### config.mk
export PLATFORM = sky130hd
export DESIGN_NAME = alu_mul_seq
export DESIGN_NICKNAME = d
export VERILOG_FILES = /design/src/rtl/alu_pkg.sv /design/src/rtl/alu_mul_seq.sv
export SDC_FILE = /design/constraint.sdc
export NUM_CORES = 1
export LEC_CHECK = 0
export BUFFER_PORTS_ARGS = -buffer_cell sky130_fd_sc_hd__clkbuf_2
export CORE_MARGIN = 1
export CORE_UTILIZATION = 45
export DETAILED_ROUTE_END_ITERATION = 6
export GPL_TIMING_DRIVEN = 0
export PLACE_DENSITY_LB_ADDON = 0.08
export REMOVE_ABC_BUFFERS = 1
export SLEW_MARGIN = 10
export SYNTH_ARGS = -nofsm -noshare
export SYNTH_HDL_FRONTEND = slang
export SYNTH_SLANG_ARGS = --single-unit
### constraint.sdc
create_clock -name clk -period 2 [get_ports clk]
set_input_delay 0.5 -clock clk [delete_from_list [all_inputs] [get_ports clk]]
set_output_delay 0.5 -clock clk [all_outputs]
set_load 0.005 [all_outputs]
### src/rtl/alu_pkg.sv
// alu_pkg: opcodes shared by the execute-stage ALU and its clients, plus the
// state encoding of the shift-and-add multiply sequencer (alu_mul_seq).
package alu_pkg;

  typedef enum logic [3:0] {
    ALU_ADD  = 4'd0,
    ALU_SUB  = 4'd1,
    ALU_SLT  = 4'd2,
    ALU_SLLI = 4'd3
  } alu_op_t;

  typedef enum logic [1:0] {
    MS_IDLE,
    MS_ADD,
    MS_SHIFT,
    MS_DONE
  } mul_state_t;

endpackage

### src/rtl/alu_mul_seq.sv
// alu_mul_seq: multi-cycle 32x32 -> low-32 multiplier built from the shared
// execute-stage ALU (shift-and-add using ALU_ADD / ALU_SLLI).
//
// Ports:
//   clk, rst          clock, synchronous active-high reset
//   flush             synchronous abort back to IDLE
//   start_valid/ready operand handshake (ready only in IDLE), op_a, op_b
//   res_valid/ready   product handshake (valid only in DONE), res
//   alu_req/alu_gnt   borrow the ALU; pipeline traffic wins when gnt=0
//   alu_a/b/op        operands driven to the execute-stage mux
//   alu_result        combinational ALU result for this cycle
module alu_mul_seq
  import alu_pkg::*;
#(
  parameter bit EARLY_EXIT = 1'b1
) (
  input  logic        clk,
  input  logic        rst,
  input  logic        flush,
  input  logic        start_valid,
  output logic        start_ready,
  input  logic [31:0] op_a,
  input  logic [31:0] op_b,
  output logic        res_valid,
  input  logic        res_ready,
  output logic [31:0] res,
  output logic        alu_req,
  input  logic        alu_gnt,
  output logic [31:0] alu_a,
  output logic [31:0] alu_b,
  output logic [3:0]  alu_op,
  input  logic [31:0] alu_result
);

  mul_state_t  state_q, state_d;
  logic [31:0] acc_q, acc_d;
  logic [31:0] mcand_q, mcand_d;
  logic [31:0] mplier_q, mplier_d;
  logic [5:0]  iter_q, iter_d;

  // Next-state / datapath
  always_comb begin
    state_d  = state_q;
    acc_d    = acc_q;
    mcand_d  = mcand_q;
    mplier_d = mplier_q;
    iter_d   = iter_q;
    case (state_q)
      MS_IDLE: if (start_valid) begin
        acc_d    = '0;
        mcand_d  = op_a;
        mplier_d = op_b;
        iter_d   = '0;
        if (EARLY_EXIT && op_b == 32'd0) state_d = MS_DONE;
        else if (op_b[0])                state_d = MS_ADD;
        else                             state_d = MS_SHIFT;
      end
      MS_ADD: if (alu_gnt) begin
        acc_d   = alu_result;
        state_d = MS_SHIFT;
      end
      MS_SHIFT: if (alu_gnt) begin
        mcand_d  = alu_result;
        mplier_d = mplier_q >> 1;
        iter_d   = iter_q + 6'd1;
        // Decisions look at the pre-shift multiplier: bit 1 is the next LSB.
        if ((EARLY_EXIT && mplier_q[31:1] == 31'd0) || iter_q == 6'd31)
          state_d = MS_DONE;
        else if (mplier_q[1])
          state_d = MS_ADD;
        else
          state_d = MS_SHIFT;
      end
      MS_DONE: if (res_ready) state_d = MS_IDLE;
      default: state_d = MS_IDLE;
    endcase
    if (flush) begin
      state_d  = MS_IDLE;
      acc_d    = '0;
      mcand_d  = '0;
      mplier_d = '0;
      iter_d   = '0;
    end
  end

  always_ff @(posedge clk) begin
    if (rst) begin
      state_q  <= MS_IDLE;
      acc_q    <= '0;
      mcand_q  <= '0;
      mplier_q <= '0;
      iter_q   <= '0;
    end else begin
      state_q  <= state_d;
      acc_q    <= acc_d;
      mcand_q  <= mcand_d;
      mplier_q <= mplier_d;
      iter_q   <= iter_d;
    end
  end

  // Outputs decode only registered state, so alu_gnt never loops back to alu_req.
  always_comb begin
    start_ready = 1'b0;
    res_valid   = 1'b0;
    res         = '0;
    alu_req     = 1'b0;
    alu_a       = '0;
    alu_b       = '0;
    alu_op      = ALU_ADD;
    case (state_q)
      MS_IDLE: start_ready = 1'b1;
      MS_ADD: begin
        alu_req = 1'b1;
        alu_a   = acc_q;
        alu_b   = mcand_q;
        alu_op  = ALU_ADD;
      end
      MS_SHIFT: begin
        alu_req = 1'b1;
        alu_a   = mcand_q;
        alu_b   = 32'd1;
        alu_op  = ALU_SLLI;
      end
      MS_DONE: begin
        res_valid = 1'b1;
        res       = acc_q;
      end
      default: ;
    endcase
  end

endmodule

==> results summary, run 1 <==
The register clock-pin slew on the reported worst setup and hold paths came out at ~0.07 ns. The total length of routed wires came out at between 20 and 25 mm. The nature of the critical path endpoint is an output pin.

The final non-filler cell total is ~1000. The detailed-router iteration count before antenna repair is 4. The run finished, with violations left. The starting density of the core is a little under half.

After synthesis, the most frequently instantiated cells are dfxtp_1 (103), nor2_1 (73), mux2i_1 (62). The via count of the first global-routing pass came out at 5509. The cell count after placement is between 900 and 1000. Measured along the x axis, the die boundary spans roughly 110 µm. The number of synthesized flops with an enable pin came out at 0. Ranked by total cell area, the synthesized netlist is headed by dfxtp_1 (36%), a211oi_2 (13%), mux2i_1 (11%).

The number of placement rows came out at 40. Dividing total power by cell area gives a power density of 668.7 nW/µm². The worst setup path is of the reg -> out kind. The total count of max-transition violations in the final report is 0. The detail route stage leaves a number of antenna-violating nets equal to 0.

The count of port buffers added during placement is about 200. The height of the die came out at 114.5 µm. The mean number of vias per cell came out at around 5.7.

The tree is rooted in a clkbuf_16. In this run, synthesis produced a sequential element count of around 100. In this run the worst path has a maximum fanout of 11.

Dividing the synthesized area by the synthesized cell count gives 9.038 µm². The maximum level of the CTS H-tree is 3. The biggest area consumer among synthesized cells is dfxtp_1.

The first global-routing pass estimated 30.22 mm of wire. In this run the count of I/O pins placed on the die edge is about 210. Setup repair after global routing could not meet its margin everywhere. The final reports fail on negative setup slack. The core footprint is 12160 µm². Among all flip-flop cells after synthesis, the most frequent one is dfxtp_1.

The measured slew at the worst slew-check pin came out at around 0.76 ns. The tool flagged a number of max-cap violations equal to 0. The number of unique standard cell types used by synthesis came out at 40. The clock net in this run drives a total of 103 sinks. The sequential share of the synthesized area came out at between 30% and 40%. The design draws 5.514 mW.

From synthesis to final layout, the design area changed by 44.83%. The worst setup timing slack at the placement stage is -1.224 ns. Summed over all cells, the static leakage comes to 3.459 nW. The portion of synthesized cell area occupied by the leading cell type is 36.21%. The share of flip-flops with an asynchronous set or reset after synthesis is 0%. The count of endpoints failing setup in the final report came out at roughly 110. For the finished layout, the period the worst path requires is roughly 2.3 ns. The standard cell area after detailed placement is 6799 µm².

The longest clock path from root to sink contains 2 buffers. Counting every instance in the synthesized netlist gives 630. The number of buffers added by the clock tree synthesis step came out at 9.

Global routing used 30.47% of the available tracks across all layers. The HPWL after detailed placement came out at 11.21 mm. The clock tree from TritonCTS is built. The final count of hold timing violations was 0. In the routed design, unresolved DRC markers number 0. The number of antenna violations at the first check in global routing came out at 0. The net total in the final layout came out at between 900 and 1000. The repair_antennas step left the layout with diodes totalling 0. The summed negative setup slack over all endpoints is -19.07 ns. The share of cells above drive strength 1 came out at a little under half.

STA classifies the critical path startpoint as a flip-flop. The hold slack is between 0.4 and 0.5 ns. The global placer's final weighted congestion is 0.7702. The pin count of the biggest net entering global routing is between 50 and 60. The core occupancy in the finished layout is approximately two thirds. The final instance area is slightly above 8000 µm². Once routing completed, OpenROAD measured the worst setup slack at -0.2503 ns. The area of the mapped netlist came out at around 5700 µm². The final clock period utilization by the worst path came out at 112.5%.

The clock latency reported for the late side of the worst-skew pair is 0.35 ns. At the worst endpoint, the required time is approximately 1.5 ns. The timing-limited maximum frequency came out at 0.4444 GHz.

The classification of the worst-slack hold path is in -> reg. The remaining max-slew budget at the tightest pin is between 40% and 50%. The detailed router finished its first iteration with approximately 390 violations. The maximum clock skew at final layout is 0.007300 ns. The worst-case IR drop observed on VDD is between 0.0005 and 0.0006 V. The overall die area is 13110 µm². For the worst setup path, the data arrival time is 1.75 ns.

After global routing the overflow that remains totals 0. The number of synthesis warnings came out at 0. The routed wirelength normalized by instance count came out at between 15 and 20 µm. The final route contains between 5000 and 6000 vias. Yosys instantiated no cell more often than dfxtp_1.
## final timing paths
path               end  slack (ns)  cells past startpoint           start
max reg2reg  iter_q[5]       -0.07                     12      state_q[1]
min reg2reg  acc_q[31]        0.47                      2       acc_q[31]
min          acc_q[24]        0.40                      3  alu_result[24]
max          alu_a[18]       -0.25                      7      state_q[1]
## repair_timing
item,4_1_cts,5_1_grt
setup buffers,43,5
hold buffers,0,0
pin swaps,15,35
endpoints found under the setup margin,204,141
gates cloned,15,0
resized for setup,58,42
## routing by layer
| layer | vias up | share of wire (%) | GRT usage [%] |
|---|---|---|---|
| met5 | - | 0 | 0 |
| met1 | 2774 | 41 | 37.68 |
| met2 | 244 | 49 | 51.60 |
| li1 | 2740 | - | - |
| met3 | 54 | 6.5 | 5.241 |
| met4 | 0 | 3.5 | 14.20 |
## area by class of cell
type / count / area [µm²]
tap: 168 / 210.2
fill: 1006 / 3915
inverter: 6 / 30.03
timing repair buffer: 272 / 2092
clock inverter: 3 / 40.04
sequential: 103 / 2069
multi-input combinational: 462 / 3535
clock buffer: 13 / 270.3
## sequential cells by signal, indices dropped and copies added (netlist names)
register / cells
acc_q: 32
iter_q: 6
mcand_q: 32
mplier_q: 31
state_q: 2
## worst max-delay path: stages, from the launching register on
cell and delay (ns):
dfxtp_4 0.38, inv_4 0.05, ha_4 0.16, buf_12 0.13
and2_4 0.18, buf_12 0.15, a22o_1 0.22, clkbuf_2 0.13
## kinds of logic (layout without fill, tap and decap cells)
kind of cell,after synthesis,in the layout,synth area share [%]
AO/OA/AOI/OAI,145,145,23.51
AND/OR/NAND/NOR,239,243,20.83
buffers and inverters,70,294,6.526
adder cells (fa/ha/maj),5,5,1.099
other,1,2,0.06586
flip-flops,103,103,36.21
XOR/XNOR,4,4,0.6152
multiplexers,63,63,11.14
## cells in the final DEF (no fill, tap or decap), drive strengths merged, types with 34 or more instances in the layout
cell type  count
buf           73
a21oi         34
mux2i         63
dfxtp        103
nor2          74
a211oi        62
clkbuf       208
nand2         36
nand3         35
and2          38
## power breakdown
group | internal, mW | leakage [nW] | total [mW] | switching (mW)
combinational | 0.693 | 2.46 | 1.45 | 0.758
sequential | 2.13 | 0.839 | 2.21 | 0.0781
clock | 1.07 | 0.156 | 1.85 | 0.781
total | 3.90 | 3.46 | 5.51 | 1.62
Power figures use the tool's default switching activity.
==> inputs of run 2 (changes only) <==
--- a/config.mk
+++ b/config.mk
@@ -6,13 +6,14 @@
 export NUM_CORES = 1
 export LEC_CHECK = 0
 export BUFFER_PORTS_ARGS = -buffer_cell sky130_fd_sc_hd__clkbuf_2
+export CORE_ASPECT_RATIO = 2
 export CORE_MARGIN = 1
 export CORE_UTILIZATION = 45
 export DETAILED_ROUTE_END_ITERATION = 6
 export GPL_TIMING_DRIVEN = 0
 export PLACE_DENSITY_LB_ADDON = 0.08
 export REMOVE_ABC_BUFFERS = 1
-export SLEW_MARGIN = 10
+export SLEW_MARGIN = 20
 export SYNTH_ARGS = -nofsm -noshare
 export SYNTH_HDL_FRONTEND = slang
 export SYNTH_SLANG_ARGS = --single-unit
==> constraint.sdc (replaced) <==
create_clock -name clk -period 2 [get_ports clk]
set_input_delay 0.2 -clock clk [delete_from_list [all_inputs] [get_ports clk]]
set_output_delay 0.2 -clock clk [all_outputs]
set_load 0.005 [all_outputs]
==> results summary, run 2 (synthesis results as in run 1) <==
The run finished with clean final reports. The via count of the first global-routing pass is 5446 (-1.1%). The HPWL after detailed placement was 11.49 mm (+2.5%). The post-route DRC violation count came out at 0 (unchanged). The area added between synthesis and finish is 32.19%. The path class of the tightest hold or removal check is in -> reg. The remaining max-slew budget at the tightest pin is 56.58% (+7.3 points). The maximum clock skew at final layout is 0.006804 ns (-0.0004958 ns). The detailed-router iteration count before antenna repair came out at 6 (+2).

The final clock period utilization by the worst path is 97.58% (-15 points). The register clock-pin slew on the reported worst setup and hold paths was 0.07 ns (about the same). The count of endpoints failing setup in the final report came out at 0 (-100%). The remaining global-route overflow is 0 (unchanged).

The count of pins on the block boundary is 205 (unchanged). The number of buffers on the longest clock path was 2 (unchanged). The maximum VDD drop came out at 0.0005400 V (-2.1%). The final count of hold timing violations came out at 0 (unchanged). The total length of routed wires came to 19.64 mm (-2.1%).

The timing-limited maximum frequency is 0.5124 GHz (+15%). The total count of max-transition violations in the final report came out at 0 (unchanged). Leaving out fill and tap cells, the most frequent cells in the layout are clkbuf_2 (202), dfxtp_1 (101), nor2_1 (73). The peak fanout along the critical path is 8 (-3). The maximum level of the CTS H-tree is 3 (unchanged). The net total in the final layout is 935 (-2.7%). The total chip power is 5.129 mW (-7.0%). The number of buffers added by the clock tree synthesis step came out at 9 (unchanged). The share of cells above drive strength 1 is 40.99% (-5.2 points). The count of antenna diodes in the layout came out at 0 (unchanged).

The pin count of the biggest net entering global routing is 45 (-17%). The core footprint is 12270 µm² (+0.86%). The power density of the placed cells came to 681.4 nW/µm² (+1.9%). The wire length of the first global-routing pass came to 29.19 mm (-3.4%).

The number of placement rows is 57 (+43%). The total clock sinks is 103 (unchanged). The data arrival time of the critical path is 1.75 ns (about the same). The number of DRC markers after the initial detailed-route iteration is 288 (-27%).

The static leakage was 3.170 nW (-8.4%). The time the final worst path needs with I/O delays and setup is 1.952 ns (-0.2986 ns). The clock tree from TritonCTS is built. The tree is rooted in a clkbuf_16. The starting density of the core came out at 46.42% (-0.40 points). STA classifies the critical path endpoint as an output pin. The global-route usage over all layers came out at 29.82% (-0.66 points). The height of the die is 161.1 µm (+41%).

The hold buffer count at cts is 0 (unchanged). The element type at the critical path start is a flip-flop. The vias after detailed routing came to 5655 (-2.7%). The mean number of vias per cell was 5.776 (+2.1%). The clock latency reported for the late side of the worst-skew pair came out at 0.34 ns (about the same). The critical path in this run is classified as reg -> out. The width of the die is 81.54 µm (-29%).

The core occupancy in the finished layout came out at 61.36% (-6.4 points). The largest registers in the layout are acc_q: 32 flops, mcand_q: 32 flops, mplier_q: 31 flops. The routed wirelength normalized by instance count came out at 20.06 µm (+2.7%). The overall die area came out at 13130 µm² (+0.20%).

The global placer's final weighted congestion came out at 0.8268 (+7.3%). The number of antenna violations at the first check in global routing came out at 0 (unchanged). The most common library cell in the layout ignoring fill and taps is clkbuf_2. The count of port buffers added during placement is 202 (unchanged). The post-route antenna net violation count is 0 (unchanged). The max-capacitance violation count came out at 0 (unchanged). The worst endpoint required time came out at 1.80 ns (+0.30 ns). The measured slew at the worst slew-check pin is 0.6514 ns (-0.1102 ns).
==> run 2: cell types whose count changed in the layout (fill, tap and decap cells not counted), moves of 6 or more <==
cell / change
clkbuf_2: +7
nor2_4: -14
buf_16: -9
nor2_2: -6
nor2_1: +21
buf_4: -9
buf_6: -7
==> run 2: layout make-up <==
class,count,area (µm²)
Fill cell,1128,4740
Clock buffer,10,239.0
Timing Repair Buffer,241,1538
Tap cell,147,183.9
Sequential cell,103,2069
Clock inverter,5,58.81
Multi-Input combinational cell,467,3411
Inverter,6,27.53
==> run 2: critical path, stage by stage, from the launching register on <==
cell and delay, ns:
dfxtp_4 0.39, inv_4 0.05, ha_4 0.30, buf_6 0.13
and2_4 0.25, a22o_1 0.17, clkbuf_2 0.11
==> run 2: per-stage QoR <==
stage               area (µm²)  std cells  setup slack [ns]  hold slack (ns)  TNS (ns)
floorplan                 5349        567            -5.209           0.3675   -431.37
global route              7527        979         -0.008947           0.1164  -0.01581
global placement          6544        916            -7.268           0.4494   -704.57
CTS                       7413        970          -0.01253           0.1084  -0.03468
finish                    7527        979           0.04831           0.1178         0
detailed placement        6771        927           -0.9113           0.4588    -83.51
==> run 2: repair_timing <==
item | in CTS | in global routing
resized for setup | 18 | 9
gates cloned | 11 | 1
endpoints found under the setup margin | 200 | 95
pin swaps | 4 | 4
setup buffers | 17 | 8
==> run 2: worst paths after layout <==
kind | startpoint | endpoint | slack, ns | cells past startpoint
setup / recovery | state_q[1] | alu_a[10] | 0.05 | 6
hold / removal | alu_result[22] | acc_q[22] | 0.12 | 3
hold reg to reg | acc_q[22] | acc_q[22] | 0.47 | 2
setup reg to reg | state_q[1] | state_q[1] | 0.11 | 6
==> run 2: power by group <==
| group | internal, mW | total (mW) | switching (mW) |
|---|---|---|---|
| clock | 0.998 | 1.78 | 0.782 |
| combinational | 0.475 | 1.15 | 0.673 |
| sequential | 2.13 | 2.20 | 0.0675 |
==> run 2: routing by layer <==
layer / up-vias / GRT usage, % / part of all wire, %
met5: - / 0 / 0
met4: 0 / 14.20 / 4.0
met3: 41 / 5.141 / 5.0
met2: 204 / 56.21 / 55
met1: 2726 / 29.95 / 36
li1: 2684 / - / -
